**config.mk**
```make
export PLATFORM = sky130hd
export DESIGN_NAME = hazard_fwd_unit_flat
export DESIGN_NICKNAME = d
export VERILOG_FILES = /design/src/rtl/hazard_fwd_unit_if.sv /design/src/rtl/hazard_fwd_unit.sv /design/src/flat_wrapper.sv
export SDC_FILE = /design/constraint.sdc
export NUM_CORES = 1
export LEC_CHECK = 0
export ABC_AREA = 1
export BUFFER_PORTS_ARGS = -buffer_cell sky130_fd_sc_hd__buf_2
export CORE_UTILIZATION = 50
export CTS_CLUSTER_DIAMETER = 120
export DETAILED_ROUTE_END_ITERATION = 6
export HOLD_SLACK_MARGIN = 0.12
export PLACE_DENSITY_LB_ADDON = 0.1
export SLEW_MARGIN = 20
export SYNTH_ARGS = -nofsm -noshare
export SYNTH_HDL_FRONTEND = slang
export SYNTH_SLANG_ARGS = --single-unit
```
**constraint.sdc**
```tcl
create_clock -name clk -period 1.5 [get_ports clk]
set_input_delay 0.075 -clock clk [delete_from_list [all_inputs] [get_ports clk]]
set_output_delay 0.075 -clock clk [all_outputs]
set_load 0.03 [all_outputs]
```
**src/rtl/hazard_fwd_unit_if.sv**
```systemverilog
// ID-stage hazard/forwarding bundle: decoder-side operand info in, pipeline
// control and forwarding selects out.
interface hazard_fwd_unit_if #(
  parameter int unsigned REG_W = 5
);
  logic [REG_W-1:0] rs1_ID;
  logic [REG_W-1:0] rs2_ID;
  logic [REG_W-1:0] rd_ID;
  logic             rs1use_ID;
  logic             rs2use_ID;
  logic [1:0]       hazard_optype_ID;
  logic             Branch_ID;
  logic             PC_EN_IF;
  logic             reg_FD_EN;
  logic             reg_FD_flush;
  logic             reg_DE_flush;
  logic [1:0]       forward_ctrl_A;
  logic [1:0]       forward_ctrl_B;
  logic             forward_ctrl_ls;

  modport master (
    output rs1_ID, rs2_ID, rd_ID, rs1use_ID, rs2use_ID, hazard_optype_ID, Branch_ID,
    input  PC_EN_IF, reg_FD_EN, reg_FD_flush, reg_DE_flush,
           forward_ctrl_A, forward_ctrl_B, forward_ctrl_ls
  );

  modport slave (
    input  rs1_ID, rs2_ID, rd_ID, rs1use_ID, rs2use_ID, hazard_optype_ID, Branch_ID,
    output PC_EN_IF, reg_FD_EN, reg_FD_flush, reg_DE_flush,
           forward_ctrl_A, forward_ctrl_B, forward_ctrl_ls
  );
endinterface

```
**src/rtl/hazard_fwd_unit.sv**
```systemverilog
// Hazard detection and ID-stage forwarding for a 5-stage RV32I pipeline with
// branches resolved in ID. Tracks EX/MEM producer tags internally.
module hazard_fwd_unit #(
  parameter int unsigned REG_W = 5
) (
  input  logic              clk,
  input  logic              rst_n,
  hazard_fwd_unit_if.slave  bus
);

  typedef enum logic [1:0] {
    OP_NONE  = 2'b00,
    OP_ALU   = 2'b01,
    OP_LOAD  = 2'b10,
    OP_STORE = 2'b11
  } optype_e;

  typedef struct packed {
    logic             v;
    logic [REG_W-1:0] rd;
    optype_e          op;
    logic             ls;
  } tag_t;

  tag_t    ex_tag;
  tag_t    mem_tag;
  logic    fwd_ls_q;
  optype_e id_op;

  logic ex_prod, mem_prod;
  logic m1_ex, m2_ex, m1_mem, m2_mem;
  logic load_use, store_data_fwd, stall;
  logic [1:0] fwd_a, fwd_b;

  function automatic logic is_producer(input tag_t t);
    return t.v && (t.rd != '0) && ((t.op == OP_ALU) || (t.op == OP_LOAD));
  endfunction

  function automatic logic [1:0] fwd_sel(input logic m_ex, input logic m_mem,
                                         input optype_e ex_op, input optype_e mem_op);
    logic [1:0] sel;
    sel = 2'b00;
    if (m_ex && ex_op == OP_ALU)          sel = 2'b01;
    else if (m_mem && mem_op == OP_ALU)   sel = 2'b10;
    else if (m_mem && mem_op == OP_LOAD)  sel = 2'b11;
    return sel;
  endfunction

  assign id_op = optype_e'(bus.hazard_optype_ID);

  always_comb begin
    ex_prod  = is_producer(ex_tag);
    mem_prod = is_producer(mem_tag);
    m1_ex    = bus.rs1use_ID && (bus.rs1_ID == ex_tag.rd)  && ex_prod;
    m2_ex    = bus.rs2use_ID && (bus.rs2_ID == ex_tag.rd)  && ex_prod;
    m1_mem   = bus.rs1use_ID && (bus.rs1_ID == mem_tag.rd) && mem_prod;
    m2_mem   = bus.rs2use_ID && (bus.rs2_ID == mem_tag.rd) && mem_prod;

    fwd_a = fwd_sel(m1_ex, m1_mem, ex_tag.op, mem_tag.op);
    fwd_b = fwd_sel(m2_ex, m2_mem, ex_tag.op, mem_tag.op);

    // A store whose only dependency on the EX load is its write data can
    // proceed; the data is patched in MEM from the WB load result.
    store_data_fwd = (ex_tag.op == OP_LOAD) && (id_op == OP_STORE) && m2_ex && !m1_ex;
    load_use       = (ex_tag.op == OP_LOAD) && (m1_ex || m2_ex);
    stall          = load_use && !store_data_fwd;
  end

  always_ff @(posedge clk) begin
    if (!rst_n) begin
      ex_tag   <= '{v: 1'b0, rd: '0, op: OP_NONE, ls: 1'b0};
      mem_tag  <= '{v: 1'b0, rd: '0, op: OP_NONE, ls: 1'b0};
      fwd_ls_q <= 1'b0;
    end else begin
      mem_tag  <= ex_tag;
      fwd_ls_q <= ex_tag.ls;
      if (stall)
        ex_tag <= '{v: 1'b0, rd: '0, op: OP_NONE, ls: 1'b0};
      else
        ex_tag <= '{v: 1'b1, rd: bus.rd_ID, op: id_op, ls: store_data_fwd};
    end
  end

  assign bus.PC_EN_IF        = !stall;
  assign bus.reg_FD_EN       = !stall;
  assign bus.reg_DE_flush    = stall;
  assign bus.reg_FD_flush    = bus.Branch_ID && !stall;
  assign bus.forward_ctrl_A  = fwd_a;
  assign bus.forward_ctrl_B  = fwd_b;
  assign bus.forward_ctrl_ls = fwd_ls_q;

endmodule

```
**src/flat_wrapper.sv**
```systemverilog
// flat-port wrapper written by rule: the top's interface ports become plain ports
module hazard_fwd_unit_flat 
#(
  parameter int unsigned REG_W = 5
)
  (clk, rst_n, bus_rs1_ID, bus_rs2_ID, bus_rd_ID, bus_rs1use_ID, bus_rs2use_ID, bus_hazard_optype_ID, bus_Branch_ID, bus_PC_EN_IF, bus_reg_FD_EN, bus_reg_FD_flush, bus_reg_DE_flush, bus_forward_ctrl_A, bus_forward_ctrl_B, bus_forward_ctrl_ls);
  hazard_fwd_unit_if #(.REG_W(REG_W)) bus_i ();
  input  logic clk;
  input  logic rst_n;
  input wire logic [$bits(bus_i.rs1_ID)-1:0] bus_rs1_ID;
  input wire logic [$bits(bus_i.rs2_ID)-1:0] bus_rs2_ID;
  input wire logic [$bits(bus_i.rd_ID)-1:0] bus_rd_ID;
  input wire logic [$bits(bus_i.rs1use_ID)-1:0] bus_rs1use_ID;
  input wire logic [$bits(bus_i.rs2use_ID)-1:0] bus_rs2use_ID;
  input wire logic [$bits(bus_i.hazard_optype_ID)-1:0] bus_hazard_optype_ID;
  input wire logic [$bits(bus_i.Branch_ID)-1:0] bus_Branch_ID;
  output wire logic [$bits(bus_i.PC_EN_IF)-1:0] bus_PC_EN_IF;
  output wire logic [$bits(bus_i.reg_FD_EN)-1:0] bus_reg_FD_EN;
  output wire logic [$bits(bus_i.reg_FD_flush)-1:0] bus_reg_FD_flush;
  output wire logic [$bits(bus_i.reg_DE_flush)-1:0] bus_reg_DE_flush;
  output wire logic [$bits(bus_i.forward_ctrl_A)-1:0] bus_forward_ctrl_A;
  output wire logic [$bits(bus_i.forward_ctrl_B)-1:0] bus_forward_ctrl_B;
  output wire logic [$bits(bus_i.forward_ctrl_ls)-1:0] bus_forward_ctrl_ls;
  assign bus_i.rs1_ID = bus_rs1_ID;
  assign bus_i.rs2_ID = bus_rs2_ID;
  assign bus_i.rd_ID = bus_rd_ID;
  assign bus_i.rs1use_ID = bus_rs1use_ID;
  assign bus_i.rs2use_ID = bus_rs2use_ID;
  assign bus_i.hazard_optype_ID = bus_hazard_optype_ID;
  assign bus_i.Branch_ID = bus_Branch_ID;
  assign bus_PC_EN_IF = bus_i.PC_EN_IF;
  assign bus_reg_FD_EN = bus_i.reg_FD_EN;
  assign bus_reg_FD_flush = bus_i.reg_FD_flush;
  assign bus_reg_DE_flush = bus_i.reg_DE_flush;
  assign bus_forward_ctrl_A = bus_i.forward_ctrl_A;
  assign bus_forward_ctrl_B = bus_i.forward_ctrl_B;
  assign bus_forward_ctrl_ls = bus_i.forward_ctrl_ls;
  hazard_fwd_unit #(.REG_W(REG_W)) u_core (.clk(clk), .rst_n(rst_n), .bus(bus_i));
endmodule
```
==> results of run 1 <==
[cell families after synthesis]
logic type | count (synthesis) | share of synthesized area [%]
buf+inv | 42 | 15.5
compound gates | 9 | 4.82
flops | 18 | 33.8
simple gates | 74 | 34.5
xor+xnor | 8 | 6.58
fa+ha+maj | 4 | 4.70
[critical path, delay by kind of cell (launching register included)]
kind | cells | cell delay [ps]
adders and majority gates | 1 | 230
buffers and inverters | 3 | 320
DFF | 1 | 360
and+or+nand+nor | 3 | 470
[state kept, by name, indices dropped and copies added (netlist names)]
register,flops
u_core.ex_tag,9
u_core.mem_tag,8
u_core.bus.forward_ctrl_ls,1
[layer usage]
metal	track usage (%)	routed length [um]
met1	26.4	1060
met2	42.4	1350
met3	3.70	112
met4	13.9	44
met5	0	0
[layout by cell type, fill, tap and decap left out, drive strengths merged]
cell          n
o22ai         3
dfxtp        18
nor3          5
nor2         23
buf          33
clkbuf        4
a21boi        1
dlygate4sd3   8
nand3b        2
nand4         2
xor2          5
xnor2         3
inv          40
nand2        33
nand3         8
ha            4
a21oi         2
o21ai         3
or2           2
[where the power goes]
part | switching (mW) | internal [mW] | total (mW)
sequential | 0.0215 | 0.500 | 0.522
clock | 0.143 | 0.148 | 0.291
combinational | 0.109 | 0.0965 | 0.206
[final timing paths]
check                                        from                    endpoint  slack, ps  cells past startpoint
worst min-delay path                bus_rs2_ID[1]            u_core.ex_tag[0]        400                      7
worst min register to register   u_core.ex_tag[0]  u_core.bus.forward_ctrl_ls        430                      2
worst max register to register   u_core.ex_tag[2]            u_core.ex_tag[7]        -20                     10
worst max-delay path            u_core.mem_tag[1]       bus_forward_ctrl_B[1]       -250                      7
[per-stage QoR]
step	setup TNS [ps]	utilization, %	area [sq um]
final	-1660	76.0	1510
after global placement	-19.0	63.6	1260
after floorplan	-248	-	1080
after CTS	-1500	73.7	1460
after detailed placement	-156	63.6	1260
after global routing	-3270	76.0	1510
[what timing repair did]
item,CTS,global route
setup endpoints to repair,15,10
resized for setup,26,13
pin swaps,7,5
cloned,0,1
hold buffers,8,0
setup buffers,1,1
hold endpoints to repair,10,0
[final cells by class]
class,instances,area share (%)
clock buffer,4,2.41
inverter,40,10.1
multi-input combinational,96,41.0
sequential,18,24.8
tap,27,2.24
timing repair buffer,41,19.4
==> flow_summary.yaml, run 1 <==
yosys:
  postSynthAreaPerCell_sq_um: 6.87
  ys.flop_type: "dfxtp_1"
  synth_fp_nets: 181
  synth.cell_area_sq_um: 1060
  ys_types: 25
  ys_seq_elements: 18
  synth-edff-count: 0
  async_reset_ff_share_pct: 0
  post-synth-top-area-cell: "dfxtp_1"
  syn_inst: 155
  ys_top_cells_by_area: "dfxtp_1 (34%), inv_1 (14%), nand2_1 (10%)"
  yosysWarnings: 0
  yosys.area.top_type_share_pct: 33.8
  synth_common_cells: "inv_1 (39), nand2_1 (29), dfxtp_1 (18)"
  ys_seq_area_share_pct: 33.8
  yosysMostFrequentCell: "inv_1"
worst_setup_path:
  crit_fanout: 2
  crit_path_end_kind: "output pin"
  critPathSlowestCell: "dfxtp_2"
  startpoint_type: "flop"
  crit_top_cell: "inv_2"
  critical-path-max-stage-delay_ps: 360
  crit_chain: "inv_2 > ha_4 > nand3b_1 > inv_2 > nand3_2 > nor3_2 > buf_4"
  cp_data_arrival_time_ps: 1670
  crit_type: "flop to output pin"
  critPathRequiredTime_ps: 1420
route:
  drc: 0
  via_count: 1072
  dr.pass1.iters: 4
  wl_um: 2570
  via_per_inst: 4.74
  detail_route.wl_per_cell_um: 11.4
  drt_iter0_drc: 16
  final_antenna_net_count: 0
global_routing:
  antenna_found_initial: 0
  grt_overflow: 0
  grt_max_degree: 11
  grt_pass1_wl_um: 3720
  first_global_vias: 941
  grt_usage_pct: 23.8
placed_design:
  dp.cells: 211
  port-buffer-count: 30
  dpl.hpwl_um: 1720
  dp_slack_ps: -79.4
  gp_congestion: 0.867
floorplanning:
  core_area_sq_um: 1980
  rows: 16
  die-height_um: 48.1
  dieWidth_um: 48.1
  ioPinCount: 31
  die_area_sq_um: 2320
  start_util_pct: 53.7
final_layout:
  nets: 226
  seqCellArea_sq_um: 374
  multi_input_area_sq_um: 618
  layout-drive-gt1-share_pct: 39.2
  stdcell_count: 226
  nFillCells: 159
  area_growth_pct: 41.5
  antenna_cells: 0
timing:
  rsz0062_at_grt: "yes"
  fmax_mhz: 573
  slew-limit-headroom_pct: 80.3
  period_share_pct: 116
  setup_viol_count_final: 16
  min_period_ps: 1750
  hold_viol: 0
  skew_ps: 10.6
  holdWs_ps: 395
  final_max_slew_viol_count: 0
  setup_ws_ps: -246
  tightest_slew_ps: 296
cts:
  cts_root_buffer: "clkbuf_4"
  clkTransAtPathRegs_ps: 100
  h-tree-depth: 1
  cts_buffers: 3
  clockBufferDepth: 2
  cts_tree: "done"
  clk_latency_ps: 300
  cts_sinks: 18
job:
  maxCapViolCount: 0
pwr:
  vdd_drop_max_v: 0.000607
  p_leak_nw: 0.797
  p_total_mw: 1.02
  p_per_area_nw_per_um2: 676
min_path:
  hp-class: "input pin to flop"
run_status:
  status: "complete, but fails checks"
  violations: "negative setup slack"
Note: power is estimated with default switching activity, not from simulation.
==> inputs of run 2 (changes only) <==
--- a/config.mk
+++ b/config.mk
@@ -6,12 +6,13 @@
 export NUM_CORES = 1
 export LEC_CHECK = 0
 export ABC_AREA = 1
-export BUFFER_PORTS_ARGS = -buffer_cell sky130_fd_sc_hd__buf_2
+export BUFFER_PORTS_ARGS = -buffer_cell sky130_fd_sc_hd__clkbuf_2
 export CORE_UTILIZATION = 50
 export CTS_CLUSTER_DIAMETER = 120
 export DETAILED_ROUTE_END_ITERATION = 6
 export HOLD_SLACK_MARGIN = 0.12
 export PLACE_DENSITY_LB_ADDON = 0.1
+export REMOVE_ABC_BUFFERS = 1
 export SLEW_MARGIN = 20
 export SYNTH_ARGS = -nofsm -noshare
 export SYNTH_HDL_FRONTEND = slang
==> run 2 against run 1 <==
Routed wire length decreased by 13%. The flow still finishes with violations (negative setup slack). Hold slack got worse by 230 ps. Worst setup slack improved by 61 ps.
==> flow_summary.yaml, run 2 (synthesized netlist as in run 1, its figures left out) <==
floorplanning:
  die_area_sq_um: 2320
  dieWidth_um: 48.1
  ioPinCount: 31
  core_area_sq_um: 1980
  rows: 16
  die-height_um: 48.1
  start_util_pct: 53.7
worst_setup_path:
  critical-path-max-stage-delay_ps: 380
  startpoint_type: "flop"
  crit_type: "flop to output pin"
  cp_data_arrival_time_ps: 1610
  crit_path_end_kind: "output pin"
  crit_top_cell: "inv_2"
  cp_num_buf_inv: 3
  crit_family: "simple AND/OR/NAND/NOR gates"
  critPathRequiredTime_ps: 1420
  critPathSlowestCell: "dfxtp_4"
  crit_chain: "inv_2 > or2_1 > nand3_2 > nor2_2 > nand3_4 > nand2_2 > nand2_4 > inv_2 > nor2_1 > buf_4"
  crit_fanout: 4
cts:
  clockBufferDepth: 2
  clk_latency_ps: 280
  cts_buffers: 3
  clkTransAtPathRegs_ps: 100
  cts_sinks: 18
  h-tree-depth: 1
  cts_tree: "done"
  cts_root_buffer: "clkbuf_4"
placed_design:
  gp_congestion: 0.825
  port-buffer-count: 30
  dpl.hpwl_um: 1610
  place_area_sq_um: 1240
  dp_slack_ps: -63.6
  dp.cells: 211
timing:
  hold_viol: 0
  fin_tns_setup_ps: -1150
  period_share_pct: 112
  setup_ws_ps: -185
  fmax_mhz: 593
  min_period_ps: 1690
  skew_ps: 3.96
  slew-limit-headroom_pct: 81.3
  final_max_slew_viol_count: 0
  setup_viol_count_final: 8
  tightest_slew_ps: 281
  rsz0062_at_grt: "yes"
final_layout:
  antenna_cells: 0
  layout-drive-gt1-share_pct: 39.1
  largest_register_ffs: 9
  area_growth_pct: 40.0
  regMostFlops: "u_core.ex_tag"
  layout_common_cells: "inv_1 (33), nand2_1 (29), clkbuf_2 (22), nor2_1 (13), dfxtp_1 (10)"
  finalInstanceArea_sq_um: 1490
  stdcell_count: 224
  nFillCells: 152
  fin_util_pct: 75.2
  nets: 224
  final_common_cell: "inv_1"
route:
  drt-met1-wl_um: 1090
  highest_layer: "met4"
  via_per_inst: 4.44
  drt_iter0_drc: 10
  wl_um: 2240
  drc: 0
  dr.pass1.iters: 3
  detail_route.wl_per_cell_um: 9.99
  dr_wl_met2_um: 1080
  final_antenna_net_count: 0
  via_count: 995
  dr_wl_met3_um: 60
global_routing:
  grt_overflow: 0
  first_global_vias: 802
  antenna_found_initial: 0
  grt_max_degree: 11
  grt_pass1_wl_um: 3120
  grt_usage_pct: 19.1
run_status:
  violations: "negative setup slack"
  status: "complete, but fails checks"
job:
  maxCapViolCount: 0
pwr:
  vdd_drop_max_v: 0.000582
  p_per_area_nw_per_um2: 673
  p_leak_nw: 0.794
min_path:
  hp-class: "input pin to flop"
## run 2: tightest hold or removal path: stages
cell      delay [ps]
clkbuf_2         200
nand2_1          100
inv_1             30
## run 2: what timing repair did
| action | 4_1_cts | 5_1_grt |
|---|---|---|
| pin swaps | 8 | 5 |
| gates resized for setup | 31 | 12 |
| endpoints found under the hold margin | 7 | 0 |
| gates cloned | 0 | 0 |
| hold buffers | 7 | 0 |
| endpoints found under the setup margin | 8 | 8 |
| setup buffers | 0 | 2 |
## run 2: final cells by class
class	instances	area, sq um	area share, %
Multi-Input combinational cell	95	619	41.6
Sequential cell	18	375	25.2
Timing Repair Buffer	40	275	18.5
Inverter	40	150	10.1
Clock buffer	4	36.3	2.43
Tap cell	27	33.8	2.27
## run 2: final timing paths
check                         from                    endpoint  slack, ps  cells after the start
setup / recovery  u_core.ex_tag[3]            bus_reg_FD_flush       -190                     10
hold / removal               rst_n  u_core.bus.forward_ctrl_ls        160                      3
setup reg to reg  u_core.ex_tag[1]            u_core.ex_tag[4]         40                     11
hold reg to reg   u_core.ex_tag[0]  u_core.bus.forward_ctrl_ls        420                      2
## run 2: power breakdown
group | leakage, nW | switching, mW | internal (mW)
Combinational | 0.622 | 0.107 | 0.0921
Sequential | 0.152 | 0.0210 | 0.499
Clock | 0.0210 | 0.137 | 0.147
## run 2: metal layers
layer  global-route usage [%]  vias up
li1                         -      544
met1                     24.3      424
met2                     34.7       25
met3                     3.33        2
met4                     1.67        0
met5                        0        -
## run 2: metrics by stage
step	power [mW]	hold WS [ps]
detailed placement	0.692	289
CTS	1.01	164
floorplan	0.627	168
global route	1.07	188
finish	1.00	164
global placement	0.687	286
